===== config.mk =====
export PLATFORM = sky130hd
export DESIGN_NAME = icache_refill_ctrl
export DESIGN_NICKNAME = d
export VERILOG_FILES = /design/src/rtl/icache_pkg.sv /design/src/rtl/refill_rr_arb.sv /design/src/rtl/icache_refill_ctrl.sv
export SDC_FILE = /design/constraint.sdc
export NUM_CORES = 1
export LEC_CHECK = 0
export CAP_MARGIN = 0
export CORE_ASPECT_RATIO = 0.5
export CORE_UTILIZATION = 50
export DETAILED_ROUTE_END_ITERATION = 10
export DONT_BUFFER_PORTS = 1
export PLACE_DENSITY = 0.74
export SLEW_MARGIN = 25
export SYNTH_ARGS = -nofsm -noshare
export SYNTH_HDL_FRONTEND = slang
export SYNTH_SLANG_ARGS = --single-unit

===== constraint.sdc =====
create_clock -name clk_i -period 2.55 [get_ports clk_i]
set_input_delay 0.51 -clock clk_i [delete_from_list [all_inputs] [get_ports clk_i]]
set_output_delay 0.51 -clock clk_i [all_outputs]
set_load 0.01 [all_outputs]

===== src/rtl/icache_pkg.sv =====
// Shared types and constants for the instruction-cache refill path.
// Contents: refill FSM state enum, address/data widths, line-address and
// fill-record typedefs, and a helper that splits a word address into tag/idx.
package icache_pkg;

    localparam int unsigned ADDR_W      = 32;
    localparam int unsigned DATA_W      = 32;
    localparam int unsigned IDX_W       = 8;
    localparam int unsigned TAG_W       = 22;
    localparam int unsigned WADDR_W     = ADDR_W - 2;
    localparam int unsigned MEM_TIMEOUT = 255;
    localparam int unsigned CNT_W       = 8;

    typedef enum logic [1:0] {
        IDLE = 2'd0,
        REQ  = 2'd1,
        WAIT = 2'd2,
        FILL = 2'd3
    } refill_state_e;

    // Word address viewed as {tag, idx}; addr[31:10] / addr[9:2].
    typedef struct packed {
        logic [TAG_W-1:0] tag;
        logic [IDX_W-1:0] idx;
    } line_addr_t;

    // Everything one subarray needs for a single fill write.
    typedef struct packed {
        logic [IDX_W-1:0]  idx;
        logic [TAG_W-1:0]  tag;
        logic              way;
        logic [DATA_W-1:0] data;
    } fill_rec_t;

    function automatic line_addr_t to_line(input logic [WADDR_W-1:0] waddr);
        return line_addr_t'(waddr);
    endfunction

endpackage


===== src/rtl/refill_rr_arb.sv =====
// Two-input round-robin arbiter for the refill controller.
// Ports:
//   clk_i, rst_i        clock, synchronous active-high reset
//   req0_i, req1_i      miss requests from subarray 0 / 1
//   upd_i, upd_port_i   pointer update strobe and the port just served
//   win_valid_c_o       combinational: at least one request present
//   win_port_c_o        combinational: winning port id
module refill_rr_arb (
    input  logic clk_i,
    input  logic rst_i,
    input  logic req0_i,
    input  logic req1_i,
    input  logic upd_i,
    input  logic upd_port_i,
    output logic win_valid_c_o,
    output logic win_port_c_o
);

    logic rr_q;
    logic rr_d;

    // After a completed fill, priority passes to the port that was not served.
    always_comb begin
        rr_d = rr_q;
        if (upd_i) begin
            rr_d = ~upd_port_i;
        end
    end

    always_ff @(posedge clk_i) begin
        if (rst_i) begin
            rr_q <= 1'b0;
        end else begin
            rr_q <= rr_d;
        end
    end

    // A lone request wins outright; rr only breaks ties.
    always_comb begin
        win_valid_c_o = req0_i | req1_i;
        win_port_c_o  = (req0_i & req1_i) ? rr_q : req1_i;
    end

endmodule


===== src/rtl/icache_refill_ctrl.sv =====
// Miss-refill controller for the dual-subarray instruction cache.
// Arbitrates the two subarray misses onto one memory read port and writes the
// returned word into the requesting subarray at the latched victim way.
// Optional feature macro: ICACHE_REFILL_MERGE_EN (merge simultaneous misses
// to the same word into one read that fills both subarrays).
// Ports:
//   clk_i, rst_i                      clock, synchronous active-high reset
//   miss{0,1}_i, miss_addr{0,1}_i     per-subarray miss level and PC
//   evict_way{0,1}_i                  per-subarray LRU victim way
//   mem_req_o, mem_addr_o, mem_gnt_i  memory request handshake
//   mem_rvalid_i, mem_rdata_i         memory read return
//   fill_we{0,1}_o, fill_idx/way/tag/data{0,1}_o  subarray fill ports
//   busy_o                            controller not in IDLE
//   timeout_err_o                     sticky memory timeout flag
module icache_refill_ctrl
    import icache_pkg::*;
(
    input  logic              clk_i,
    input  logic              rst_i,
    input  logic              miss0_i,
    input  logic              miss1_i,
    input  logic [ADDR_W-1:0] miss_addr0_i,
    input  logic [ADDR_W-1:0] miss_addr1_i,
    input  logic              evict_way0_i,
    input  logic              evict_way1_i,
    output logic              mem_req_o,
    output logic [ADDR_W-1:0] mem_addr_o,
    input  logic              mem_gnt_i,
    input  logic              mem_rvalid_i,
    input  logic [DATA_W-1:0] mem_rdata_i,
    output logic              fill_we0_o,
    output logic [IDX_W-1:0]  fill_idx0_o,
    output logic              fill_way0_o,
    output logic [TAG_W-1:0]  fill_tag0_o,
    output logic [DATA_W-1:0] fill_data0_o,
    output logic              fill_we1_o,
    output logic [IDX_W-1:0]  fill_idx1_o,
    output logic              fill_way1_o,
    output logic [TAG_W-1:0]  fill_tag1_o,
    output logic [DATA_W-1:0] fill_data1_o,
    output logic              busy_o,
    output logic              timeout_err_o
);

    refill_state_e      state_q, state_d;
    logic [CNT_W-1:0]   cnt_q, cnt_d;
    logic               port_q, port_d;
    logic               merge_q, merge_d;
    logic [WADDR_W-1:0] waddr_q;
    fill_rec_t          fill0_q, fill1_q;
    logic               mem_req_q;
    logic               busy_q;
    logic               fill_we0_q;
    logic               fill_we1_q;
    logic               timeout_q;

    logic               capture_c;
    logic               data_c;
    logic               timeout_c;
    logic               fill_done_c;
    logic               win_valid_c;
    logic               win_port_c;
    logic               merge_hit_c;
    logic [WADDR_W-1:0] win_waddr_c;
    line_addr_t         win_line_c;

    // Byte offset of the PC is irrelevant to a word refill.
    logic               unused_addr_lsbs;
    assign unused_addr_lsbs = ^{miss_addr0_i[1:0], miss_addr1_i[1:0]};

    // Pointer advances only on a single-port fill; merged fills leave it alone.
    refill_rr_arb u_arb (
        .clk_i         (clk_i),
        .rst_i         (rst_i),
        .req0_i        (miss0_i),
        .req1_i        (miss1_i),
        .upd_i         (fill_done_c & ~merge_q),
        .upd_port_i    (port_q),
        .win_valid_c_o (win_valid_c),
        .win_port_c_o  (win_port_c)
    );

`ifdef ICACHE_REFILL_MERGE_EN
    assign merge_hit_c = miss0_i & miss1_i &
                         (miss_addr0_i[ADDR_W-1:2] == miss_addr1_i[ADDR_W-1:2]);
`else
    assign merge_hit_c = 1'b0;
`endif

    assign win_waddr_c = win_port_c ? miss_addr1_i[ADDR_W-1:2] : miss_addr0_i[ADDR_W-1:2];
    assign win_line_c  = to_line(win_waddr_c);

    // Next-state and control strobes.
    always_comb begin
        state_d     = state_q;
        cnt_d       = cnt_q;
        port_d      = port_q;
        merge_d     = merge_q;
        capture_c   = 1'b0;
        data_c      = 1'b0;
        timeout_c   = 1'b0;
        fill_done_c = 1'b0;

        unique case (state_q)
            IDLE: begin
                if (win_valid_c) begin
                    capture_c = 1'b1;
                    port_d    = win_port_c;
                    merge_d   = merge_hit_c;
                    state_d   = REQ;
                end
            end
            REQ: begin
                cnt_d = '0;
                if (mem_gnt_i) begin
                    state_d = WAIT;
                end
            end
            WAIT: begin
                cnt_d = cnt_q + CNT_W'(1);
                if (mem_rvalid_i) begin
                    data_c  = 1'b1;
                    state_d = FILL;
                end else if (cnt_d == CNT_W'(MEM_TIMEOUT)) begin
                    // Abandon the read; the still-held miss is re-arbitrated.
                    timeout_c = 1'b1;
                    state_d   = IDLE;
                end
            end
            FILL: begin
                fill_done_c = 1'b1;
                state_d     = IDLE;
            end
            default: begin
                state_d = IDLE;
            end
        endcase
    end

    // State, counters and output registers decoded from the next state.
    always_ff @(posedge clk_i) begin
        if (rst_i) begin
            state_q    <= IDLE;
            cnt_q      <= '0;
            port_q     <= 1'b0;
            merge_q    <= 1'b0;
            mem_req_q  <= 1'b0;
            busy_q     <= 1'b0;
            fill_we0_q <= 1'b0;
            fill_we1_q <= 1'b0;
            timeout_q  <= 1'b0;
        end else begin
            state_q    <= state_d;
            cnt_q      <= cnt_d;
            port_q     <= port_d;
            merge_q    <= merge_d;
            mem_req_q  <= (state_d == REQ);
            busy_q     <= (state_d != IDLE);
            fill_we0_q <= (state_d == FILL) & (merge_d | ~port_d);
            fill_we1_q <= (state_d == FILL) & (merge_d | port_d);
            timeout_q  <= timeout_q | timeout_c;
        end
    end

    // Address, tag/idx and both victim ways are frozen when IDLE is left.
    always_ff @(posedge clk_i) begin
        if (rst_i) begin
            waddr_q <= '0;
            fill0_q <= '0;
            fill1_q <= '0;
        end else begin
            if (capture_c) begin
                waddr_q     <= win_waddr_c;
                fill0_q.idx <= win_line_c.idx;
                fill0_q.tag <= win_line_c.tag;
                fill0_q.way <= evict_way0_i;
                fill1_q.idx <= win_line_c.idx;
                fill1_q.tag <= win_line_c.tag;
                fill1_q.way <= evict_way1_i;
            end
            if (data_c) begin
                fill0_q.data <= mem_rdata_i;
                fill1_q.data <= mem_rdata_i;
            end
        end
    end

    assign mem_req_o     = mem_req_q;
    assign mem_addr_o    = {waddr_q, 2'b00};
    assign busy_o        = busy_q;
    assign timeout_err_o = timeout_q;

    assign fill_we0_o    = fill_we0_q;
    assign fill_idx0_o   = fill0_q.idx;
    assign fill_way0_o   = fill0_q.way;
    assign fill_tag0_o   = fill0_q.tag;
    assign fill_data0_o  = fill0_q.data;

    assign fill_we1_o    = fill_we1_q;
    assign fill_idx1_o   = fill1_q.idx;
    assign fill_way1_o   = fill1_q.way;
    assign fill_tag1_o   = fill1_q.tag;
    assign fill_data1_o  = fill1_q.data;

endmodule

==> results.cfg, run 1 <==
[final_layout]
antenna_cells = 0
drive_above_1_share_pct = 6.17
nets = 511
multi_input_area_um2 = 1680
seq_area_um2 = 1640
fillers = 810
area_delta_synth_final_pct = -7.85

[clock_tree]
clockBufferDepth = 2
cts_resized = 0
cts_hold_buf = 0
cts.htree.levels = 3
cts_setup_buffers = 0
cts_buffers = 9
cts.sinks = 82
clkTransAtPathRegs_ps = 60
clockRootBuffer = clkbuf_16
insertion_delay_ps = 330
cts_tree = built

[yosys]
async_flop_share_pct = 0
syn_inst = 506
synth.largest_area_cell = dfxtp_1
synthTopCellsByArea = dfxtp_1 (40%), buf_4 (17%), nand2_1 (7.7%)
synth.most_common_cell = buf_4
syn_area_per_cell_um2 = 8.18
synth_ff_type = dfxtp_1
syn_area_um2 = 4140
synthDominantCellAreaShare_pct = 39.6
ys_warn_count = 0
ys_types = 35
synth_edf_count = 0
synth_commonest_cells = buf_4 (94), nand2_1 (85), dfxtp_1 (82)
ys_seq_elements = 82
yosysSeqAreaShare_pct = 39.6

[critical_path]
cp-start-kind = register
criticalPathCategory = register to register
worstPathRequired_ps = 2790
r2r_cells = 6
worst_setup_path_end_kind = register
cp.arrival_ps = 2360
timing.rr.end = mem_req_o$_SDFF_PP0_
r2r_setup_slack_ps = 420
reg2reg_from = cnt_q[0]$_SDFFE_PP0P_
cp_max_fo = 7

[sta]
tightest_slew_ps = 562
clock.fmax_ghz = 0.470
setup_ws_ps = 424
min_period_over_period_pct = 83.4
slew_headroom_pct = 62.5
fin_skew_ps = 7.08
final.setup.tns_ps = 0
setup_violations = 0
period_needed_ps = 2130
maxSlewViolCount = 0
finalHoldViolCount = 0
fin_hold_ws_ps = 249
rsz0062_at_grt = false

[die]
die_area_um2 = 8670
initial_core_util_pct = 51.8
fp.coreArea_um2 = 8000
die_w_um = 131
die_h_um = 66.4
num_rows = 23
io-pin-count = 267

[drt]
wl_per_cell_um = 15.4
wl_mm = 7.96
ant_nets = 0
drtIter0Drc = 146
first_pass_iters = 6
route.vias.total = 2830
via_per_inst = 5.47
drc = 0

[place]
port_buffers = 0
place_congestion = 0.783
post-dp-hpwl_mm = 5.54
dp_slack_ps = 464

[global_route]
grt_max_degree = 82
grt_pass1_vias = 2401
grt_usage_pct = 17.7
grt_pass1_wl_mm = 11.7
grt.overflow.total = 0
antenna_found_initial = 0

[run]
cap_violations = 0

[worst_hold_path]
hp-class = primary input to register
hold_end = fill_data1_o[25]$_SDFFE_PP0P_
worst_hold_path.num_cells = 1
hold_start = rst_i

[run_status]
outcome = completed

[pwr]
peakVddDrop_mv = 0.386
power_density_nw_per_um2 = 1050
p_leak_nw = 1.47
[layer usage]
metal / share of wire (%) / vias up / global-route usage [%]
li1: - / 1400 / -
met1: 42 / 1293 / 20.8
met5: 0 / - / 0
met3: 8.4 / 11 / 7.69
met4: 0.98 / 0 / 5.32
met2: 49 / 126 / 29.0
[kinds of logic after synthesis]
| kind of cell | after synthesis | share of synthesized area [%] |
|---|---|---|
| AOI/OAI and AO/OA | 101 | 14.7 |
| muxes | 30 | 7.25 |
| buffers and inverters | 130 | 20.3 |
| DFF | 82 | 39.6 |
| other | 1 | 0.0905 |
| adders and majority gates | 7 | 2.11 |
| xor gates and xnor gates | 1 | 0.212 |
| and+or+nand+nor | 154 | 15.6 |
[flip-flops by register name, indices dropped and copies added, names as in the netlist]
signal	cells
fill_we1_o	1
fill_way1_o	1
timeout_err_o	1
busy_o	1
fill_we0_o	1
u_arb.rr_q	1
fill_data1_o	32
waddr_q	30
merge_q	1
cnt_q	8
port_q	1
fill_way0_o	1
state_q	2
mem_req_o	1
[final cells by class]
type	instances	area share [%]
inverters	8	0.787
clock buffers	11	6.36
flip-flops and latches	82	43.0
well taps	112	3.67
multi-input cells	295	44.1
clock inverters	5	0.984
repair buffers	4	1.11
[worst max-delay path, stage by stage, from the launching register on]
cell and delay (ps):
dfxtp_1 440, ha_1 230, nand3_1 200, xor2_1 200, a211o_1 330, a32oi_1 380, nor4b_1 250
[power breakdown]
group / total (mW) / switching, mW / internal [mW]
Sequential: 2.02 / 0.519 / 1.50
Combinational: 0.806 / 0.498 / 0.308
Clock: 1.20 / 0.506 / 0.689
Total: 4.02 / 1.52 / 2.50
[placed cells by master, fill, tap and decap left out, types with 2 or more instances in the layout]
cell type   netlist  layout
conb_1            1       2
dfxtp_1          82      82
a32oi_1           2       2
o21ai_0          10      10
mux2i_1          30      30
a211oi_1         31      31
inv_1             8       8
nor2_1           44      44
ha_1              7       7
clkbuf_16         0       9
a21oi_1          50      50
nor4_1            3       3
and2_1            2       2
nor4b_1           2       2
nor2b_1           4       3
nand2_1          85      85
clkinvlp_4        0       2
buf_4            94       3
nor3_1            5       5
o211ai_1          2       2
nand3_1           2       2
[metrics by stage]
stage	util [%]	power, mW	std cells	instance area [µm²]
2_1_floorplan	-	3.08	507	4150
3_3_place_gp	44.2	2.84	501	3540
3_5_place_dp	44.2	2.87	501	3540
4_1_cts	47.7	4.07	517	3820
5_1_grt	47.7	4.30	517	3820
6_report	47.7	4.02	517	3820
[worst max-delay path by stage]
stage               cells after the start  slack, ps             startpoint                  endpoint
global route                            6        230  cnt_q[0]$_SDFFE_PP0P_      mem_req_o$_SDFF_PP0_
CTS                                     6        440  cnt_q[0]$_SDFFE_PP0P_      mem_req_o$_SDFF_PP0_
global placement                        6        530  cnt_q[0]$_SDFFE_PP0P_      mem_req_o$_SDFF_PP0_
detailed placement                      6        460  cnt_q[0]$_SDFFE_PP0P_      mem_req_o$_SDFF_PP0_
finish                                  6        420  cnt_q[0]$_SDFFE_PP0P_      mem_req_o$_SDFF_PP0_
floorplan                               6        670  cnt_q[0]$_SDFFE_PP0P_  timeout_err_o$_SDFF_PP0_
No activity file was read; power rests on OpenSTA's default activity.
==> run 2, diff against run 1 <==
- PLACE_DENSITY: 0.74 -> 0.77
- clock period: 2.55 -> 1.8 ns (I/O delays scaled with it)
==> run 2 against run 1 <==
Net effect: fmax is 20% higher; sequential power is 41% higher; via count is 4.3% higher; power is 47% higher; critical path depth stayed put; combinational power is 72% higher; non-clock buffer count is 20 higher; clock skew is 1.6 ps higher; final cell count is 3.7% higher; highest routed layer unchanged.
==> results.cfg, run 2 (synthesis results as in run 1) <==
[run_status]
outcome = completed

[sta]
fin_skew_ps = 8.64
slew_headroom_pct = 62.5
finalHoldViolCount = 0
clock.fmax_ghz = 0.566
tightest_slew_ps = 556
period_needed_ps = 1770
rsz0062_at_grt = true
maxSlewViolCount = 0
setup_violations = 0
min_period_over_period_pct = 98.2

[global_route]
grt.overflow.total = 0
grt_pass1_wl_mm = 12.5
antenna_found_initial = 0
grt_pass1_vias = 2518
grt_usage_pct = 18.9
grt_max_degree = 82

[worst_hold_path]
hp-class = primary input to register

[die]
initial_core_util_pct = 51.8
die_area_um2 = 8670
die_h_um = 66.4
num_rows = 23
die_w_um = 131
io-pin-count = 267
fp.coreArea_um2 = 8000

[final_layout]
fillers = 760
final_common_cell = nand2_1
most-common-layout-cells = nand2_1 (85), dfxtp_1 (79), a21oi_1 (49)
nets = 531
design_area_um2 = 4090
antenna_cells = 0
largest_reg_flops = 32
final_util_pct = 51.1
drive_above_1_share_pct = 14.9
area_delta_synth_final_pct = -1.27

[pwr]
peakVddDrop_mv = 0.513
switching_share_pct = 38.0
pwr-share-comb_pct = 23.6
p_seq_share_pct = 48.1
p_leak_nw = 1.59
clkPwrFrac_pct = 28.3
cellInternalPower_mw = 3.66
power_density_nw_per_um2 = 1450
switchingPower_mw = 2.25

[drt]
via_per_inst = 5.51
first_pass_iters = 6
drc = 0
route.vias.total = 2951
wl_per_cell_um = 16.3
drtIter0Drc = 175
wl_mm = 8.72
ant_nets = 0

[place]
place_congestion = 0.791
port_buffers = 0
post-dp-hpwl_mm = 6.07
placed_area_um2 = 3700

[clock_tree]
cts_buffers = 9
cts.sinks = 82
clockBufferDepth = 2
insertion_delay_ps = 320
cts_tree = built
clockRootBuffer = clkbuf_16
cts_hold_buf = 0
cts.htree.levels = 3
clkTransAtPathRegs_ps = 60

[run]
cap_violations = 0

[critical_path]
worst_setup_path_end_kind = register
cp_max_fo = 4
cp.arrival_ps = 2020
cp-start-kind = register
criticalPathCategory = register to register
worstPathRequired_ps = 2060
[run 2: cell count changes in the layout (fill, tap and decap cells not counted), moves of 2 or more]
cell,change
inv_2,+2
nor3_1,-2
ha_2,+2
nor4b_1,-2
ha_4,+2
buf_4,+17
buf_12,+2
dfxtp_4,+2
dfxtp_1,-3
nor4b_2,+2
inv_1,-2
ha_1,-4
[run 2: routing by layer]
metal	wire length, µm	track usage (%)
met1	3870	24.1
met2	4220	31.0
met3	586	6.31
met4	38	4.31
met5	0	0
[run 2: area by class of cell]
cell class	instances	area, µm²	area share [%]
Inverter	8	30.0	0.734
Tap cell	112	140	3.43
Clock buffer	10	239	5.84
Clock inverter	5	38.8	0.949
Sequential cell	82	1650	40.4
Multi-Input combinational cell	295	1770	43.3
Timing Repair Buffer	24	221	5.42
[run 2: per-stage QoR]
stage | total power, mW | setup TNS [ps] | setup WS, ps | hold slack, ps | std cells
final | 5.91 | 0 | 32.2 | 97.8 | 536
after global routing | 6.32 | -191 | -55.3 | 77.4 | 536
after CTS | 5.90 | -23.1 | -23.1 | 81.3 | 536
after detailed placement | 4.19 | -194 | -61.5 | 436 | 518
after global placement | 4.14 | -15.5 | -15.5 | 433 | 518
after floorplan | 4.37 | -32.0 | -32.0 | 430 | 507
[run 2: timing repair]
action | CTS | global route
endpoints found under the setup margin | 5 | 6
setup buffers | 3 | 0
cloned | 0 | 0
pin swaps | 5 | 7
resized for setup | 6 | 15
[run 2: worst max-delay path, stage by stage, from the launching register on]
cell and delay, ps:
dfxtp_4 380, ha_4 150, nand3_1 120, xor2_1 160, a211o_1 280, or4_1 470, a21oi_1 140
[run 2: power groups by stage]
stage	clock network, mW	logic [mW]	registers (mW)
6_report	1.68	1.39	2.84
5_1_grt	1.81	1.57	2.93
4_1_cts	1.74	1.33	2.84
3_5_place_dp	0	1.31	2.89
3_3_place_gp	0	1.26	2.87
2_1_floorplan	0	1.84	2.53
[run 2: path summary, 6_finish.rpt]
path,to,start,cells past startpoint,slack [ps]
worst max-delay path,timeout_err_o$_SDFF_PP0_,cnt_q[0]$_SDFFE_PP0P_,6,30
worst min-delay path,fill_data1_o[30]$_SDFFE_PP0P_,rst_i,1,100
worst max register to register,timeout_err_o$_SDFF_PP0_,cnt_q[0]$_SDFFE_PP0P_,6,30
worst min register to register,u_arb.rr_q$_SDFFE_PP0P_,port_q$_SDFF_PP0_,1,490
==> run 3, diff against run 2 <==
- CTS_BUF_LIST: default -> sky130_fd_sc_hd__clkbuf_8
==> run 3 against run 2 <==
Net effect: final cell count stayed put; fmax is 0.59% lower; combinational power hardly changed; setup slack worse by 10 ps; utilization is 1.3 points lower; register-to-register slack hardly changed; power is 8.1% lower; sequential share of layout area is 1.0 points higher; sequential cell count stayed put; non-clock buffer count stayed put.
==> results.cfg, run 3 (synthesis results as in run 1) <==
[pwr]
power_density_nw_per_um2 = 1360
peakVddDrop_mv = 0.525
power_mw = 5.43
p_leak_nw = 1.54

[sta]
min_period_over_period_pct = 98.8
slew_headroom_pct = 61.9
rsz0062_at_grt = true
fin_skew_ps = 11.1
tightest_slew_ps = 566
fin_hold_ws_ps = 70.6
finalHoldViolCount = 0
setup_violations = 0
clock.fmax_ghz = 0.562
period_needed_ps = 1780
maxSlewViolCount = 0

[critical_path]
endpoint = timeout_err_o$_SDFF_PP0_
r2r_cells = 6
crit_slowest_cell = or4_1
crit_chain = ha_4 > nand3_1 > xor2_1 > a211o_1 > or4_1 > a21oi_1
crit_path_start = cnt_q[0]$_SDFFE_PP0P_
cp_max_fo = 4
timing.rr.end = timeout_err_o$_SDFF_PP0_
worst_setup_path_end_kind = register
max_stage_delay_ps = 470
r2r_setup_slack_ps = 20
reg2reg_from = cnt_q[0]$_SDFFE_PP0P_
cp-start-kind = register
cp.arrival_ps = 2060
criticalPathCategory = register to register
worstPathRequired_ps = 2080

[final_layout]
design_area_um2 = 3990
area_delta_synth_final_pct = -3.72
drive_above_1_share_pct = 14.9
multi_input_area_um2 = 1770
final_common_cell = nand2_1
nets = 531
seq_area_um2 = 1650
fillers = 771
most-common-layout-cells = nand2_1 (85), dfxtp_1 (79), a21oi_1 (49)
largest_reg_flops = 32
antenna_cells = 0

[clock_tree]
cts_tree = built
clockBufferDepth = 2
cts.htree.levels = 3
insertion_delay_ps = 350
cts_buffers = 9
cts_hold_buf = 0
clockRootBuffer = clkbuf_8
cts.sinks = 82
clkTransAtPathRegs_ps = 90

[place]
post-dp-hpwl_mm = 6.07
placed_area_um2 = 3700
port_buffers = 0
place_congestion = 0.791

[die]
die_area_um2 = 8670
die_h_um = 66.4
io-pin-count = 267
initial_core_util_pct = 51.8
die_w_um = 131
fp.coreArea_um2 = 8000
num_rows = 23

[drt]
wl_mm = 8.78
wl_met3_um = 726
route.vias.total = 2970
dr.max_layer_used = met4
via_per_inst = 5.54
drtIter0Drc = 186
wl_met1_mm = 3.73
ant_nets = 0
wl_per_cell_um = 16.4
first_pass_iters = 4
drc = 0
met2_length_mm = 4.26

[worst_hold_path]
hp-class = primary input to register
hold_start = rst_i

[run_status]
outcome = completed

[global_route]
grt_max_degree = 82
grt_pass1_wl_mm = 12.5
grt_usage_pct = 19.3
antenna_found_initial = 0
grt_pass1_vias = 2519
grt.overflow.total = 0

[run]
cap_violations = 0
==> run 3: cell types whose count changed in the layout (fill, tap and decap cells not counted) <==
cell | before | now
clkbuf_16 | 9 | 0
clkbuf_8 | 1 | 10
==> run 3: worst min-delay path by stage <==
stage / endpoint / slack (ps) / cells past startpoint
after global routing: fill_data1_o[28]$_SDFFE_PP0P_ / 40 / 1
after global placement: cnt_q[0]$_SDFFE_PP0P_ / 430 / 1
after floorplan: u_arb.rr_q$_SDFFE_PP0P_ / 430 / 1
after CTS: cnt_q[0]$_SDFFE_PP0P_ / 40 / 1
final: fill_data1_o[30]$_SDFFE_PP0P_ / 70 / 1
after detailed placement: fill_data1_o[30]$_SDFFE_PP0P_ / 440 / 1
==> run 3: area by class of cell <==
class | count | share of cell area [%]
Timing Repair Buffer | 24 | 5.55
Sequential cell | 82 | 41.4
Inverter | 8 | 0.753
Clock inverter | 5 | 0.973
Clock buffer | 10 | 3.45
Multi-Input combinational cell | 295 | 44.4
Tap cell | 112 | 3.51
==> run 3: stage by stage <==
stage / cells / worst slack (ps) / util [%] / setup TNS [ps]
floorplan: 507 / -32.0 / - / -32.0
global placement: 518 / -15.5 / 46.3 / -15.5
detailed placement: 518 / -61.5 / 46.3 / -194
CTS: 536 / -30.8 / 49.1 / -30.8
global route: 536 / -65.8 / 49.8 / -244
finish: 536 / 21.7 / 49.8 / 0
==> run 3: per-layer routing <==
layer,up-vias,GRT usage (%)
li1,1439,-
met1,1378,24.2
met2,147,30.9
met3,6,6.55
met4,0,6.47
met5,-,0
==> run 3: where the power goes <==
part / switching [mW] / internal (mW) / total, mW
clock network: 0.655 / 0.538 / 1.19
registers: 0.724 / 2.12 / 2.84
logic: 0.827 / 0.571 / 1.40
total: 2.21 / 3.23 / 5.43
==> run 3: critical path, delay by kind of cell (launching register included) <==
| kind | cells | cell delay, ps |
|---|---|---|
| AO/OA/AOI/OAI | 2 | 430 |
| adder cells (fa/ha/maj) | 1 | 150 |
| flip-flops | 1 | 390 |
| XOR/XNOR | 1 | 160 |
| AND/OR/NAND/NOR | 2 | 590 |
==> run 3: timing repair <==
action / 4_1_cts / 5_1_grt
gates cloned: 0 / 0
setup buffers: 3 / 0
resized for setup: 6 / 15
endpoints found under the setup margin: 5 / 6
pin swaps: 5 / 7
